## src/rtl/muldiv_unit.sv

```systemverilog
// Iterative RV32M multiply/divide unit: 32-cycle shift-add multiply and restoring divide,
// with sign handling and divide special cases resolved when the request is accepted.
`timescale 1ns/1ps
module muldiv_unit #(
    parameter int WIDTH = 32
) (
    input  logic             clk,
    input  logic             rst_n,
    input  logic             start,
    input  logic [2:0]       funct3,
    input  logic [WIDTH-1:0] rs1_data,
    input  logic [WIDTH-1:0] rs2_data,
    output logic             busy,
    output logic             done,
    output logic [WIDTH-1:0] result
);

    typedef enum logic [1:0] {
        IDLE = 2'd0,
        CALC = 2'd1,
        FIX  = 2'd2,
        DONE = 2'd3
    } state_t;

    localparam logic [2:0] OP_MUL    = 3'b000;
    localparam logic [2:0] OP_MULH   = 3'b001;
    localparam logic [2:0] OP_MULHSU = 3'b010;
    localparam logic [2:0] OP_DIV    = 3'b100;
    localparam logic [2:0] OP_REM    = 3'b110;

    state_t      state_r;
    state_t      state_nx_s;
    logic [2:0]  op_r;
    logic [31:0] a_mag_r;
    logic [31:0] b_mag_r;
    logic [63:0] prod_r;
    logic [4:0]  cnt_r;
    logic        neg_q_r;
    logic        neg_rem_r;
    logic        special_r;
    logic [31:0] result_r;
    logic        busy_r;
    logic        done_r;

    logic        accept_s;
    logic        is_div_s;
    logic        a_signed_s;
    logic        b_signed_s;
    logic        sa_s;
    logic        sb_s;
    logic [31:0] a_abs_s;
    logic [31:0] b_abs_s;
    logic        div_zero_s;
    logic        div_ovf_s;
    logic        special_s;
    logic [31:0] spec_val_s;
    logic [32:0] mul_sum_s;
    logic [63:0] mul_step_s;
    logic [32:0] div_shift_s;
    logic [32:0] div_diff_s;
    logic [63:0] div_step_s;
    logic [63:0] prod_fix_s;
    logic [31:0] quo_fix_s;
    logic [31:0] rem_fix_s;
    logic [31:0] fix_val_s;

    assign accept_s = start && ((state_r == IDLE) || (state_r == DONE));

    // Operand decode at accept: signedness, magnitudes and divide special cases
    always_comb begin
        is_div_s   = funct3[2];
        a_signed_s = (funct3 == OP_MUL) || (funct3 == OP_MULH) || (funct3 == OP_MULHSU) ||
                     (funct3 == OP_DIV) || (funct3 == OP_REM);
        b_signed_s = (funct3 == OP_MUL) || (funct3 == OP_MULH) ||
                     (funct3 == OP_DIV) || (funct3 == OP_REM);
        sa_s       = a_signed_s && rs1_data[31];
        sb_s       = b_signed_s && rs2_data[31];
        a_abs_s    = sa_s ? (32'd0 - rs1_data) : rs1_data;
        b_abs_s    = sb_s ? (32'd0 - rs2_data) : rs2_data;
        div_zero_s = is_div_s && (rs2_data == 32'd0);
        div_ovf_s  = is_div_s && !funct3[0] &&
                     (rs1_data == 32'h8000_0000) && (rs2_data == 32'hFFFF_FFFF);
        special_s  = div_zero_s || div_ovf_s;
        if (div_zero_s) begin
            spec_val_s = funct3[1] ? rs1_data : 32'hFFFF_FFFF;
        end else if (div_ovf_s) begin
            spec_val_s = funct3[1] ? 32'd0 : 32'h8000_0000;
        end else begin
            spec_val_s = 32'd0;
        end
    end

    // One iteration of multiply (right-shifting product) and restoring divide
    always_comb begin
        mul_sum_s   = {1'b0, prod_r[63:32]} + (prod_r[0] ? {1'b0, a_mag_r} : 33'd0);
        mul_step_s  = {mul_sum_s, prod_r[31:1]};
        div_shift_s = {prod_r[63:32], prod_r[31]};
        div_diff_s  = div_shift_s - {1'b0, b_mag_r};
        if (!div_diff_s[32]) begin
            div_step_s = {div_diff_s[31:0], prod_r[30:0], 1'b1};
        end else begin
            div_step_s = {div_shift_s[31:0], prod_r[30:0], 1'b0};
        end
    end

    // Sign correction and output selection for the FIX state
    always_comb begin
        prod_fix_s = neg_q_r ? (64'd0 - prod_r) : prod_r;
        quo_fix_s  = neg_q_r ? (32'd0 - prod_r[31:0]) : prod_r[31:0];
        rem_fix_s  = neg_rem_r ? (32'd0 - prod_r[63:32]) : prod_r[63:32];
        if (special_r) begin
            fix_val_s = prod_r[31:0];
        end else begin
            case (op_r)
                3'b000:                 fix_val_s = prod_fix_s[31:0];
                3'b001, 3'b010, 3'b011: fix_val_s = prod_fix_s[63:32];
                3'b100, 3'b101:         fix_val_s = quo_fix_s;
                3'b110, 3'b111:         fix_val_s = rem_fix_s;
                default:                fix_val_s = 32'd0;
            endcase
        end
    end

    // Next-state logic
    always_comb begin
        state_nx_s = state_r;
        case (state_r)
            IDLE, DONE: begin
                if (start) begin
                    state_nx_s = special_s ? FIX : CALC;
                end else begin
                    state_nx_s = IDLE;
                end
            end
            CALC: begin
                if (cnt_r == 5'd31) begin
                    state_nx_s = FIX;
                end else begin
                    state_nx_s = CALC;
                end
            end
            FIX:     state_nx_s = DONE;
            default: state_nx_s = IDLE;
        endcase
    end

    // State register with status flags registered from the next state
    always_ff @(posedge clk or negedge rst_n) begin
        if (!rst_n) begin
            state_r <= IDLE;
            busy_r  <= 1'b0;
            done_r  <= 1'b0;
        end else begin
            state_r <= state_nx_s;
            busy_r  <= (state_nx_s == CALC) || (state_nx_s == FIX);
            done_r  <= (state_nx_s == DONE);
        end
    end

    // Datapath: load at accept, iterate in CALC, capture result in FIX
    always_ff @(posedge clk or negedge rst_n) begin
        if (!rst_n) begin
            op_r      <= 3'd0;
            a_mag_r   <= 32'd0;
            b_mag_r   <= 32'd0;
            prod_r    <= 64'd0;
            cnt_r     <= 5'd0;
            neg_q_r   <= 1'b0;
            neg_rem_r <= 1'b0;
            special_r <= 1'b0;
            result_r  <= 32'd0;
        end else if (accept_s) begin
            op_r      <= funct3;
            a_mag_r   <= a_abs_s;
            b_mag_r   <= b_abs_s;
            cnt_r     <= 5'd0;
            neg_q_r   <= sa_s ^ sb_s;
            neg_rem_r <= sa_s;
            special_r <= special_s;
            if (special_s) begin
                prod_r <= {32'd0, spec_val_s};
            end else if (is_div_s) begin
                prod_r <= {32'd0, a_abs_s};
            end else begin
                prod_r <= {32'd0, b_abs_s};
            end
        end else if (state_r == CALC) begin
            prod_r <= op_r[2] ? div_step_s : mul_step_s;
            cnt_r  <= cnt_r + 5'd1;
        end else if (state_r == FIX) begin
            result_r <= fix_val_s;
        end else begin
            cnt_r <= cnt_r;
        end
    end

    assign busy   = busy_r;
    assign done   = done_r;
    assign result = result_r;

endmodule

```

## config.mk

```make
export PLATFORM = sky130hd
export DESIGN_NAME = muldiv_unit
export DESIGN_NICKNAME = d
export VERILOG_FILES = /design/src/rtl/muldiv_unit.sv
export SDC_FILE = /design/constraint.sdc
export NUM_CORES = 1
export LEC_CHECK = 0
export ABC_AREA = 0
export BUFFER_PORTS_ARGS = -buffer_cell sky130_fd_sc_hd__buf_4
export CAP_MARGIN = 20
export CELL_PAD_IN_SITES_DETAIL_PLACEMENT = 1
export CELL_PAD_IN_SITES_GLOBAL_PLACEMENT = 1
export CORE_ASPECT_RATIO = 0.9
export CORE_UTILIZATION = 40
export CTS_BUF_LIST = sky130_fd_sc_hd__clkbuf_8
export CTS_CLUSTER_SIZE = 25
export DETAILED_ROUTE_END_ITERATION = 6
export GPL_TIMING_DRIVEN = 0
export PLACE_DENSITY = 0.83
export SLEW_MARGIN = 10
export SYNTH_ARGS = -nofsm -noshare
export SYNTH_HDL_FRONTEND = slang
export SYNTH_SLANG_ARGS = --single-unit
```

## constraint.sdc

```tcl
create_clock -name clk -period 3.9 [get_ports clk]
set_input_delay 0.585 -clock clk [delete_from_list [all_inputs] [get_ports clk]]
set_output_delay 0.585 -clock clk [all_outputs]
set_load 0.02 [all_outputs]
```

# Word level (Yosys, flattened, before mapping)
# Index checks and enable logic that the tools add are counted.
# word_totals
input_bits	70
out_inout_bits	34
elab_cells	94
register_bits	175
# op_classes
addsub	8
reduce_logical	27
bitwise_logic	3
eq_ne	20
mux	24
# ops
op	n
2-to-1 mux 32 bit	12
2-to-1 mux 64 bit	5
one-hot mux 32 bit (4 select lines)	1
subtractor 1 x 32 -> 32 bit, first input constant	4
equality test 32 bit, second input constant	2
subtractor 1 x 64 -> 64 bit, first input constant	1
adder 32 x 32 -> 33 bit	1
subtractor 33 x 32 -> 33 bit	1
zero test 32 bit	1
equality test 3 bit, second input constant	6
2-to-1 mux 5 bit	2
equality test 3 x 2 -> 1 bit, second input constant	3
logical OR 1 bit	9
equality test 2 bit, second input constant	4
logical AND 1 bit	7
equality test 3 x 1 -> 1 bit, second input constant	2
zero test 3 bit	2
2-to-1 mux 2 bit	3
one-hot mux 2 bit (3 select lines)	1
OR reduction 2 bit	3
adder 5 x 1 -> 5 bit, second input constant	1
equality test 5 bit, second input constant	1
equality test 2 x 1 -> 1 bit, second input constant	2
AND reduction 3 bit	1
other kinds (6)	7

# Longest topological paths before layout
# logic_depth
ltp_word	10
ltp_mapped	16
depth_no_buf	14

# Worst setup path after synthesis
# OpenSTA, ideal clock, no wires.
# synth_timing
path_kind	reg2reg
from	register prod_r[0]
to	register prod_r[60]
required_time_ns	3.805
setup_ns	0.095
setup_slack_ns	0.463
path_stages_with_launch	16
t_arrival_ns	3.342
path_buffers	2
period_less_slack_ns	3.437
path_cell_list	dfrtp_1 -> clkbuf_1 -> clkbuf_1 -> nand2_1 -> inv_1 -> ha_1 -> a211oi_1 -> o21bai_1 -> a211oi_1 -> o21ai_0 -> a221oi_1 -> o31ai_1 -> a21oi_1 -> o21ai_0 -> nor4b_1 -> o31ai_1
# synth_between
elab_chain_len	5
# synth_rtl
element	line	source
start: declaration	36	logic [63:0] prod_r;
start signal: assignment	181	prod_r <= {32'd0, spec_val_s};
start signal: assignment	183	prod_r <= {32'd0, a_abs_s};
start signal: assignment	185	prod_r <= {32'd0, b_abs_s};
2-to-1 mux 32 bit	95	mul_sum_s = {1'b0, prod_r[63:32]} + (prod_r[0] ? {1'b0, a_mag_r} : 33'd0);
adder 32 x 32 -> 33 bit	95	
2-to-1 mux 64 bit	188	prod_r <= op_r[2] ? div_step_s : mul_step_s;
2-to-1 mux 64 bit	187	end else if (state_r == CALC) begin
2-to-1 mux 64 bit	172	end else if (accept_s) begin
# No other way between the ends. The select of a mux whose other input is x is not followed.
# A chain may end at the register's enable or synchronous reset.

# Worst setup path in the final report
# layout_timing
from	register prod_r[54]
to	register prod_r[47]
# layout_between
elab_chain_len	5
# layout_rtl
element	line	source
subtractor 33 x 32 -> 33 bit	98	div_diff_s = div_shift_s - {1'b0, b_mag_r};
2-to-1 mux 64 bit	99	if (!div_diff_s[32]) begin
2-to-1 mux 64 bit	188	
2-to-1 mux 64 bit	187	
2-to-1 mux 64 bit	172	
# No other way between the ends. The select of a mux whose other input is x is not followed.

==> results_dict.tcl <==
set metrics [dict create \
    outcome "finished, final reports clean" \
    gate_count_post_synth 2080 \
    portBuffers 102 \
    ctsRootBufferMaster "sky130_fd_sc_hd__clkbuf_8" \
    final_util_pct 45.8 \
    share_of_final_layout_standard_cells_stronger_than_drive_strength_1_pct 10.2 \
    grt_overflow_total 0 \
    global_route.usage.total_pct 36.6 \
    finalWeightedCongestion 1.00 \
    diode_count 0 \
    final.setup.tns_ns 0 \
    signed_area_change_from_the_synthesized_netlist_to_the_final_layout_pct 13.2 \
    post-synth-top-area-cell "sky130_fd_sc_hd__dfrtp_1" \
    cts.sink_count 175 \
    synth.yosys.seq_area_share_pct 27.4 \
    worst_rel_slew_slack_pct 32.3 \
    comb_power_share_pct 69.7 \
    power_per_cell_area_nw_per_um2 879 \
    grt_start_max_net_pins 94 \
    floorplan.die_area_um2 40700 \
    chip_width_um 213 \
    total_leakage_power_nw 7.81 \
    max_clk_rate_mhz 259 \
    synth_top_cells_by_count "251 x sky130_fd_sc_hd__o21ai_0, 249 x sky130_fd_sc_hd__nand2_1, 181 x sky130_fd_sc_hd__a21oi_1" \
    final_antenna_net_count 0 \
    vdd_ir_max_mv 0.402 \
    finalMaxSlewViolations 0 \
    sequential_power_share_pct 21.5 \
    max_cap_viols 0 \
    io_pins 104 \
    routed-via-count 17400 \
    sw_frac_of_total_pct 56.9 \
    design.core.area_um2 39500 \
    tritoncts_clock_tree "built" \
    stdcell_area_um2 18100 \
    synth.most_common_cell "sky130_fd_sc_hd__o21ai_0" \
    synth.top_cells.by_area "sky130_fd_sc_hd__dfrtp_1 27%, sky130_fd_sc_hd__o21ai_0 7.9%, sky130_fd_sc_hd__nand2_1 5.9%" \
    vias_per_cell 6.31 \
    power.switching_w 0.00905 \
    crit_arrival_ns 4.21 \
    starting_utilization_of_the_core_area_pct 40.5 \
    clock_slew_seen_by_the_registers_of_the_worst_setup_and_hold_paths_ns 0.12 \
    setup.worst_path.start_class "flop" \
    finalClockSkew_ns 0.0245 \
    timing.critical_path.required_ns 4.26 \
    numCtsBuffers 17 \
    synth-async-reset-ratio_pct 100 \
    rows 69 \
    finalHoldViolCount 0 \
    max-clock-path-buffers 2 \
    worstMarginPinSlew_ns 1.02 \
    rsz_0062_raised_after_global_routing "true" \
    synth.avg_cell_area_um2 7.68 \
    proportion_of_power_drawn_by_the_clock_network_pct 8.8 \
    postSynth.topFlopCell "sky130_fd_sc_hd__dfrtp_1" \
    fin_nets 2355 \
    min_period_over_period_pct 98.8 \
    die_boundary_height_um 192 \
    intPower_w 0.00685 \
    min-delay-path-class "in2async" \
    place_area_um2 17400 \
    mappedNetlistNets 2225 \
    ctsHtreeMaxLevel 4 \
    remaining_drcs 0 \
    setup-violations-final 0 \
    timing.critical_path.to_type "flop" \
    drtPass1Iterations 6 \
    initialDrtViolationCount 1754 \
    fillers 4945 \
    synth_cell_type_count 75 \
    p_total_w 0.0159 \
    multi_input_comb_area_um2 10900 \
    first_global_vias 17400 \
    avgRoutedWirePerCell_um 26.8 \
    grt_first_pass_wirelength_um 110000 \
    yosys_register_bits 175 \
    post_cts_hold_buffer_count 0 \
    crit_path_max_fanout 10 \
    hold-worst-slack_ns 0.0487 \
    synthesis.area_um2 16000 \
    yosysWarnings 0 \
    timing_worst_setup_path_type "reg2reg" \
    synth_edf_count 0 \
    dpl.hpwl_um 58700 \
    final.min_clock_period_ns 3.85 \
    area.sequential_um2 4390 \
    netlist.area_leader.share_pct 27.4 \
    route.final.wire_length_um 73700 \
    number_of_antenna_violations_at_the_first_check_in_global_routing 2 \
    clock_latency_ns 0.52 \
]
## registers in the layout, summed over array words and instances (netlist names)
name and cells:
a_mag_r 32, b_mag_r 32, busy 1, cnt_r 5, done 1, neg_q_r 1, neg_rem_r 1, op_r 3
prod_r 64, result 32, special_r 1, state_r 2
## metrics by stage
step           instances  setup slack (ns)
2_1_floorplan       2080             0.463
3_3_place_gp        2714            -0.906
3_5_place_dp        2715            -0.945
4_1_cts             2753           0.00189
5_1_grt             2755           -0.0485
6_report            2755            0.0454
## placed cells by master, fill, tap and decap left out, types with 18 or more instances in the layout
cell                       count
sky130_fd_sc_hd__a211oi_1     22
sky130_fd_sc_hd__a21o_1       45
sky130_fd_sc_hd__a21oi_1     178
sky130_fd_sc_hd__a31oi_1      19
sky130_fd_sc_hd__and2_1       42
sky130_fd_sc_hd__buf_4       109
sky130_fd_sc_hd__clkbuf_1    116
sky130_fd_sc_hd__clkbuf_8     18
sky130_fd_sc_hd__dfrtp_1     170
sky130_fd_sc_hd__ha_1         72
sky130_fd_sc_hd__inv_1        86
sky130_fd_sc_hd__mux2i_1      72
sky130_fd_sc_hd__nand2_1     248
sky130_fd_sc_hd__nand2b_1     18
sky130_fd_sc_hd__nand3_1      27
sky130_fd_sc_hd__nand4_1      20
sky130_fd_sc_hd__nor2_1      136
sky130_fd_sc_hd__nor3_1       39
sky130_fd_sc_hd__o211ai_1     23
sky130_fd_sc_hd__o21ai_0     248
sky130_fd_sc_hd__o31ai_1      27
sky130_fd_sc_hd__xnor2_1      96
sky130_fd_sc_hd__xor2_1       69
## worst paths after layout
path / depth (start not counted) / endpoint / slack [ns] / startpoint
setup reg to reg: 12 / prod_r[47] / 0.05 / prod_r[54]
hold / removal: 1 / result[30] / 0.05 / rst_n
hold reg to reg: 2 / a_mag_r[18] / 0.49 / a_mag_r[18]
max in group asynchronous: 2 / b_mag_r[12] / 2.88 / rst_n
min in group clk: 3 / op_r[0] / 0.32 / funct3[0]
setup / recovery: 12 / prod_r[47] / 0.05 / prod_r[54]
## power groups by stage
| stage | clock [W] | combinational (W) | sequential, W |
|---|---|---|---|
| after CTS | 0.00140 | 0.0107 | 0.00335 |
| after global routing | 0.00146 | 0.0119 | 0.00345 |
| final | 0.00140 | 0.0111 | 0.00341 |
| after global placement | 0 | 0.0101 | 0.00331 |
| after detailed placement | 0 | 0.0104 | 0.00336 |
| after floorplan | 0 | 0.00714 | 0.00294 |
## timing repair
item / in CTS / in global routing
pin swaps: 2 / 2
setup buffers: 7 / 0
gates resized for setup: 17 / 25
endpoints found under the setup margin: 41 / 42
## layer usage
| layer | track usage (%) | up-vias | wire (um) |
|---|---|---|---|
| met1 | 50.5 | 8625 | 32500 |
| li1 | - | 7753 | - |
| met5 | 0 | - | 28 |
| met4 | 13.7 | 4 | 2820 |
| met3 | 7.79 | 175 | 6580 |
| met2 | 55.7 | 814 | 31800 |
## cells by family (layout without fill, tap and decap cells)
logic type / count (synthesis) / count (layout) / share of synthesized area [%]
compound gates: 712 / 712 / 27.2
xor+xnor: 168 / 168 / 9.21
fa+ha+maj: 75 / 75 / 5.97
buf+inv: 229 / 372 / 5.60
flops: 175 / 175 / 27.4
mux: 84 / 84 / 5.35
simple gates: 637 / 637 / 19.2
## cell type report
cell class	count	share of cell area [%]
clock inverter	15	0.921
clock buffer	17	1.29
buffer	138	3.09
timing repair buffer	112	4.78
multi-input combinational	1676	60.1
inverter	90	1.89
sequential	175	24.3
tap	532	3.68
## critical path: stages, from the launching register on
cell and delay (ns):
sky130_fd_sc_hd__dfrtp_1 0.61, sky130_fd_sc_hd__ha_1 0.41, sky130_fd_sc_hd__a21oi_1 0.25, sky130_fd_sc_hd__o21a_1 0.26, sky130_fd_sc_hd__a2bb2oi_1 0.26, sky130_fd_sc_hd__a21oi_1 0.13, sky130_fd_sc_hd__a2111oi_2 0.45, sky130_fd_sc_hd__o22ai_2 0.19
sky130_fd_sc_hd__xor2_4 0.24, sky130_fd_sc_hd__buf_4 0.19, sky130_fd_sc_hd__buf_4 0.26, sky130_fd_sc_hd__mux2i_2 0.32, sky130_fd_sc_hd__a31oi_1 0.14
No activity file was read; power rests on OpenSTA's default activity.
